### src/rtl/filter_out_buffer.sv
// Output stage of the adaptive filter: drops transient samples after a mode change,
// rounds/saturates Q8.6 to Q8.4, buffers into a FWFT FIFO. Macro: FILTER_OUT_BUF_DROP_CNT_EN.
module filter_out_buffer #(
  parameter int IN_WL         = 14,
  parameter int IN_FL         = 6,
  parameter int OUT_WL        = 12,
  parameter int OUT_FL        = 4,
  parameter int FIFO_DEPTH    = 16,
  parameter int BLANK_SAMPLES = 6
) (
  input  logic                          clk,
  input  logic                          rst,
  input  logic                          ctrl,
  input  logic [IN_WL-1:0]              s_tdata,
  input  logic                          s_tvalid,
  output logic [OUT_WL-1:0]             m_tdata,
  output logic                          m_tvalid,
  input  logic                          m_tready,
  input  logic                          clr_ovf,
  output logic                          overflow,
  output logic                          blanking,
  output logic [$clog2(FIFO_DEPTH):0]   fill_level,
  output logic [15:0]                   drop_cnt
);

  localparam int SH = IN_FL - OUT_FL;
  localparam int AW = $clog2(FIFO_DEPTH);
  localparam int BW = $clog2(BLANK_SAMPLES + 1);
  localparam logic [IN_WL:0] HALF    = (IN_WL+1)'(2 ** (SH - 1));
  localparam logic [IN_WL:0] HALF_M1 = (IN_WL+1)'(2 ** (SH - 1) - 1);

  logic          ctrl_q;
  logic          ctrl_vld;
  logic          ctrl_chg;
  logic [BW-1:0] blank_cnt;
  logic          take;

  // ctrl_vld suppresses a false mode change on the first edge after reset
  assign ctrl_chg = ctrl_vld && (ctrl != ctrl_q);
  assign take     = s_tvalid && !ctrl_chg && (blank_cnt == '0);
  assign blanking = (blank_cnt != '0);

  always_ff @(posedge clk or posedge rst) begin
    if (rst) begin
      ctrl_q    <= 1'b0;
      ctrl_vld  <= 1'b0;
      blank_cnt <= '0;
    end else begin
      ctrl_q   <= ctrl;
      ctrl_vld <= 1'b1;
      if (ctrl_chg)
        blank_cnt <= BW'(BLANK_SAMPLES);
      else if (s_tvalid && (blank_cnt != '0))
        blank_cnt <= blank_cnt - BW'(1);
    end
  end

  logic [IN_WL:0]    x_ext;
  logic [IN_WL:0]    x_bias;
  logic [OUT_WL:0]   rnd;
  logic [OUT_WL-1:0] sat;

  // Negative values get half-minus-one so the arithmetic shift rounds away from zero
  always_comb begin
    x_ext  = {s_tdata[IN_WL-1], s_tdata};
    x_bias = x_ext + (s_tdata[IN_WL-1] ? HALF_M1 : HALF);
    rnd    = (OUT_WL+1)'($signed(x_bias) >>> SH);
    sat    = rnd[OUT_WL-1:0];
    if (rnd[OUT_WL] != rnd[OUT_WL-1])
      sat = rnd[OUT_WL] ? {1'b1, {(OUT_WL-1){1'b0}}} : {1'b0, {(OUT_WL-1){1'b1}}};
  end

  logic              s1_valid;
  logic [OUT_WL-1:0] s1_data;

  always_ff @(posedge clk or posedge rst) begin
    if (rst) begin
      s1_valid <= 1'b0;
      s1_data  <= '0;
    end else begin
      s1_valid <= take;
      if (take)
        s1_data <= sat;
    end
  end

  logic [OUT_WL-1:0] mem [FIFO_DEPTH];
  logic [AW:0]       wr_ptr;
  logic [AW:0]       rd_ptr;
  logic              full;
  logic              empty;
  logic              rd_en;
  logic              wr_en;
  logic              drop;

  assign full     = (wr_ptr[AW] != rd_ptr[AW]) && (wr_ptr[AW-1:0] == rd_ptr[AW-1:0]);
  assign empty    = (wr_ptr == rd_ptr);
  assign rd_en    = !empty && m_tready;
  assign wr_en    = s1_valid && (!full || rd_en);
  assign drop     = s1_valid && full && !rd_en;
  assign m_tvalid = !empty;
  assign m_tdata  = empty ? '0 : mem[rd_ptr[AW-1:0]];

  always_ff @(posedge clk) begin
    if (wr_en)
      mem[wr_ptr[AW-1:0]] <= s1_data;
  end

  always_ff @(posedge clk or posedge rst) begin
    if (rst) begin
      wr_ptr     <= '0;
      rd_ptr     <= '0;
      fill_level <= '0;
      overflow   <= 1'b0;
    end else begin
      if (wr_en)
        wr_ptr <= wr_ptr + (AW+1)'(1);
      if (rd_en)
        rd_ptr <= rd_ptr + (AW+1)'(1);
      case ({wr_en, rd_en})
        2'b10:   fill_level <= fill_level + (AW+1)'(1);
        2'b01:   fill_level <= fill_level - (AW+1)'(1);
        default: fill_level <= fill_level;
      endcase
      if (drop)
        overflow <= 1'b1;
      else if (clr_ovf)
        overflow <= 1'b0;
    end
  end

`ifdef FILTER_OUT_BUF_DROP_CNT_EN
  always_ff @(posedge clk or posedge rst) begin
    if (rst)
      drop_cnt <= '0;
    else if (clr_ovf)
      drop_cnt <= {15'd0, drop};
    else if (drop && (drop_cnt != 16'hFFFF))
      drop_cnt <= drop_cnt + 16'd1;
  end
`else
  assign drop_cnt = '0;
`endif

endmodule

### config.mk
export PLATFORM = sky130hd
export DESIGN_NAME = filter_out_buffer
export DESIGN_NICKNAME = d
export VERILOG_FILES = /design/src/rtl/filter_out_buffer.sv
export SDC_FILE = /design/constraint.sdc
export NUM_CORES = 1
export LEC_CHECK = 0
export CAP_MARGIN = 0
export CORE_MARGIN = 5
export CORE_UTILIZATION = 59
export DETAILED_ROUTE_END_ITERATION = 8
export PLACE_DENSITY = 0.79
export SLEW_MARGIN = 20
export SYNTH_ARGS = -nofsm -noshare
export SYNTH_HDL_FRONTEND = slang
export SYNTH_SLANG_ARGS = --single-unit
### constraint.sdc
create_clock -name clk -period 4.5 [get_ports clk]
set_input_delay 1.125 -clock clk [delete_from_list [all_inputs] [get_ports clk]]
set_output_delay 1.125 -clock clk [all_outputs]
set_load 0.03 [all_outputs]
==> results by group <==
Setup path
  – Worst EP arrival: just over 3000 ps
  – Critical Path RT: 3380 ps
  – WS Path Type: reg -> out
  – FF-to-FF path depth: 6
  – FF-to-FF setup slack: 1440 ps
  – FF-to-FF End: mem[1][8]$_DFFE_PP_
  – Reg2Reg Launch Point: rd_ptr[2]$_DFFE_PP0N_
  – Startpoint types: register
  – Worst setup EP type: primary output
  – Top fanout value on the critical path: 52

Clocking
  – Cts-stage hold buffer count: 0
  – Reg clk slew, reported paths: about 70 ps
  – Root Buffer: clkbuf_16
  – Htree depth: 1
  – Num CTS Buffers: 22
  – Setup Fix Bufs, Post-CTS: 0
  – CTS max path bufs: 3
  – Post_cts resized: 0
  – TritonCTS Sinks: 226
  – Worst-Skew Late Latency: just under 500 ps
  – CTS tree: done

Synth
  – Synth Flop Type: edfxtp_1
  – Ys async rst share: 15.0%
  – Cell Area, Synth: 0.00950 mm²
  – Cell variety after synth: 48
  – Mean Syn Cell Area: between 15 and 20 µm²
  – Yosys reg bits: 226
  – Cell count after synthesis: between 500 and 600
  – Seq/Total Area, Yosys: 69.7%
  – Warnings, synthesis: 0
  – Post-synth EDFFs: 192

Place
  – Hpwl dp: 11.4 mm
  – GP Congestion: 0.814
  – I/O Buffers: 39

Drt
  – Top layer in use: met4
  – Met2 wire length: 9.83 mm
  – Total wire length: 19.4 mm
  – Post-route ant nets: 0
  – 1st-iter DRT viols: between 400 and 500
  – DR WL met3: 1.60 mm
  – Number of vias per cell: 6.01
  – Wire length per cell: 23.3 µm
  – Post-route DRC: 0
  – Vias: 5,004
  – DR pass1 iterations: 5
  – M1 WL: 7.55 mm

Cells and area
  – Fill cells: 992
  – Multi-input combinational cell area: between 0.002 and 0.003 mm²
  – Commonest non-fill, non-tap cells in the layout: edfxtp_1 (192), mux4_2 (48), clkdlybuf4s50_1 (39)
  – Synthesis-to-layout area growth: 14.6%
  – Fin nets: 632
  – Share of cells above drive strength 1: 19.1%
  – Storage element area: 0.00662 mm²
  – N_diodes: 0
  – Commonest non-fill, non-tap cell in the layout: edfxtp_1

Floorplanning
  – DIE AREA: 0.0187 mm²
  – Die height: 137 µm
  – Io pins: 56
  – Die width: 137 µm
  – Core area: 0.0158 mm²
  – Row cnt: 46
  – Starting density of the core: 60.0%

STA
  – Setup Total Neg Slack: 0 ps
  – Final Cycle Share: between 90 and 100%
  – Count of final setup violators: 0
  – Max Slew Vio Count: 0
  – Final hold violations: 0
  – RSZ-0062 raised after global routing: no
  – Least-Margin Pin Slew: 757 ps
  – FMAX: 237 MHz
  – Final Skew: between 10 and 15 ps
  – Worst rel slew slack: 49.4%
  – Hold Slack: 443 ps
  – Tmin final: 4210 ps

Pwr
  – LEAKAGE: 3.75 nW
  – Pwr Total: 7.21 mW
  – Maximum vdd drop: 0.430 mV
  – PwrDens: 663 mW/mm²

Run
  – MaxCap Viol Count: 0

Hold path
  – Hold path start: ctrl_vld$_DFF_PP0_
  – Hold WC Path Type: reg -> reg
  – Endpoint, Worst Hold: blank_cnt[0]$_DFFE_PP0P_
  – Worst hold path stage count: 1

Global route
  – Largest net degree at the start of global routing: between 50 and 60
  – Antenna violations before repair: 0
  – GRT Total Usage: 21.4%
  – First-pass GRT wire length: 29.6 mm
  – Vias in the first global route: 5,104
  – Global route overflow: 0

Run status
  – Status: finished clean
## flip-flops by register name, indices dropped and copies added, names as in the netlist
| register | count |
|---|---|
| fill_level | 5 |
| rd_ptr | 5 |
| s1_data | 12 |
| ctrl_q | 1 |
| wr_ptr | 5 |
| blank_cnt | 3 |
| overflow | 1 |
| ctrl_vld | 1 |
| s1_valid | 1 |
| mem | 192 |
## worst max-delay path, cell delays in order, from the launching register on
cell,delay [ps]
dfrtp_2,370
buf_12,360
mux4_2,580
nor2b_1,150
a211oi_1,390
a211oi_1,100
clkdlybuf4s50_1,610
## per-layer routing
layer | vias to the layer above | global-route usage [%]
li1 | 2220 | -
met1 | 2509 | 30.1
met2 | 236 | 35.7
met3 | 39 | 3.53
met4 | 0 | 5.04
met5 | - | 0
## stage by stage
stage | cells | instance area (µm²) | worst slack [ps] | utilization [%]
after floorplan | 562 | 9550 | 1330 | -
after global placement | 794 | 10100 | 846 | 64.0
after detailed placement | 794 | 10100 | 839 | 64.0
after CTS | 833 | 10900 | 266 | 68.8
after global routing | 833 | 10900 | 142 | 68.8
final | 833 | 10900 | 288 | 68.8
## cells in the mapped netlist, drive strengths merged, types with 3 or more instances
library cell / count / area share [%]
edfxtp: 192 / 61
mux4: 48 / 11
dfrtp: 34 / 9.0
buf: 31 / 2.3
nand2: 30 / 1.2
a211oi: 26 / 2.1
xnor2: 20 / 1.8
nor2: 19 / 0.83
nor2b: 14 / 0.92
mux2i: 13 / 1.4
o21ai: 13 / 0.69
clkbuf: 12 / 0.47
inv: 12 / 0.47
ha: 10 / 1.3
nand3: 10 / 0.53
nand2b: 6 / 0.40
nor3: 6 / 0.37
xor2: 6 / 0.55
a21oi: 5 / 0.26
nand4: 5 / 0.33
o31ai: 4 / 0.32
a31oi: 3 / 0.20
and2: 3 / 0.22
mux2: 3 / 0.36
## power by group
group | internal (mW) | total (mW) | switching, mW
registers | 2.64 | 3.05 | 0.414
clock network | 1.14 | 1.89 | 0.757
logic | 1.04 | 2.27 | 1.23
## cells by family after synthesis
| kind of cell | share of synthesized area (%) |
|---|---|
| DFF | 69.7 |
| other | 0.0791 |
| buffers and inverters | 3.37 |
| xor gates and xnor gates | 2.40 |
| and+or+nand+nor | 5.46 |
| muxes | 13.1 |
| AOI/OAI and AO/OA | 4.59 |
| adders and majority gates | 1.32 |
## how the worst max path moves through the flow
stage,startpoint,endpoint,slack (ps),depth (start not counted)
after floorplan,rd_ptr[0]$_DFFE_PP0N_,m_tdata[0],1330,6
after global placement,rd_ptr[0]$_DFFE_PP0N_,m_tdata[3],850,6
after detailed placement,rd_ptr[0]$_DFFE_PP0N_,m_tdata[9],840,6
after CTS,rd_ptr[2]$_DFFE_PP0N_,m_tdata[7],270,5
after global routing,rd_ptr[0]$_DFFE_PP0N_,m_tdata[5],140,6
final,rd_ptr[0]$_DFFE_PP0N_,m_tdata[5],290,6
## final cells by class
type	instances	area share, %
clock inverter	14	1.43
multi-input combinational	280	24.0
tap	216	2.48
clock buffer	25	5.54
timing repair buffer	59	5.20
sequential	226	60.8
inverter	13	0.494
Power figures use the tool's default switching activity.
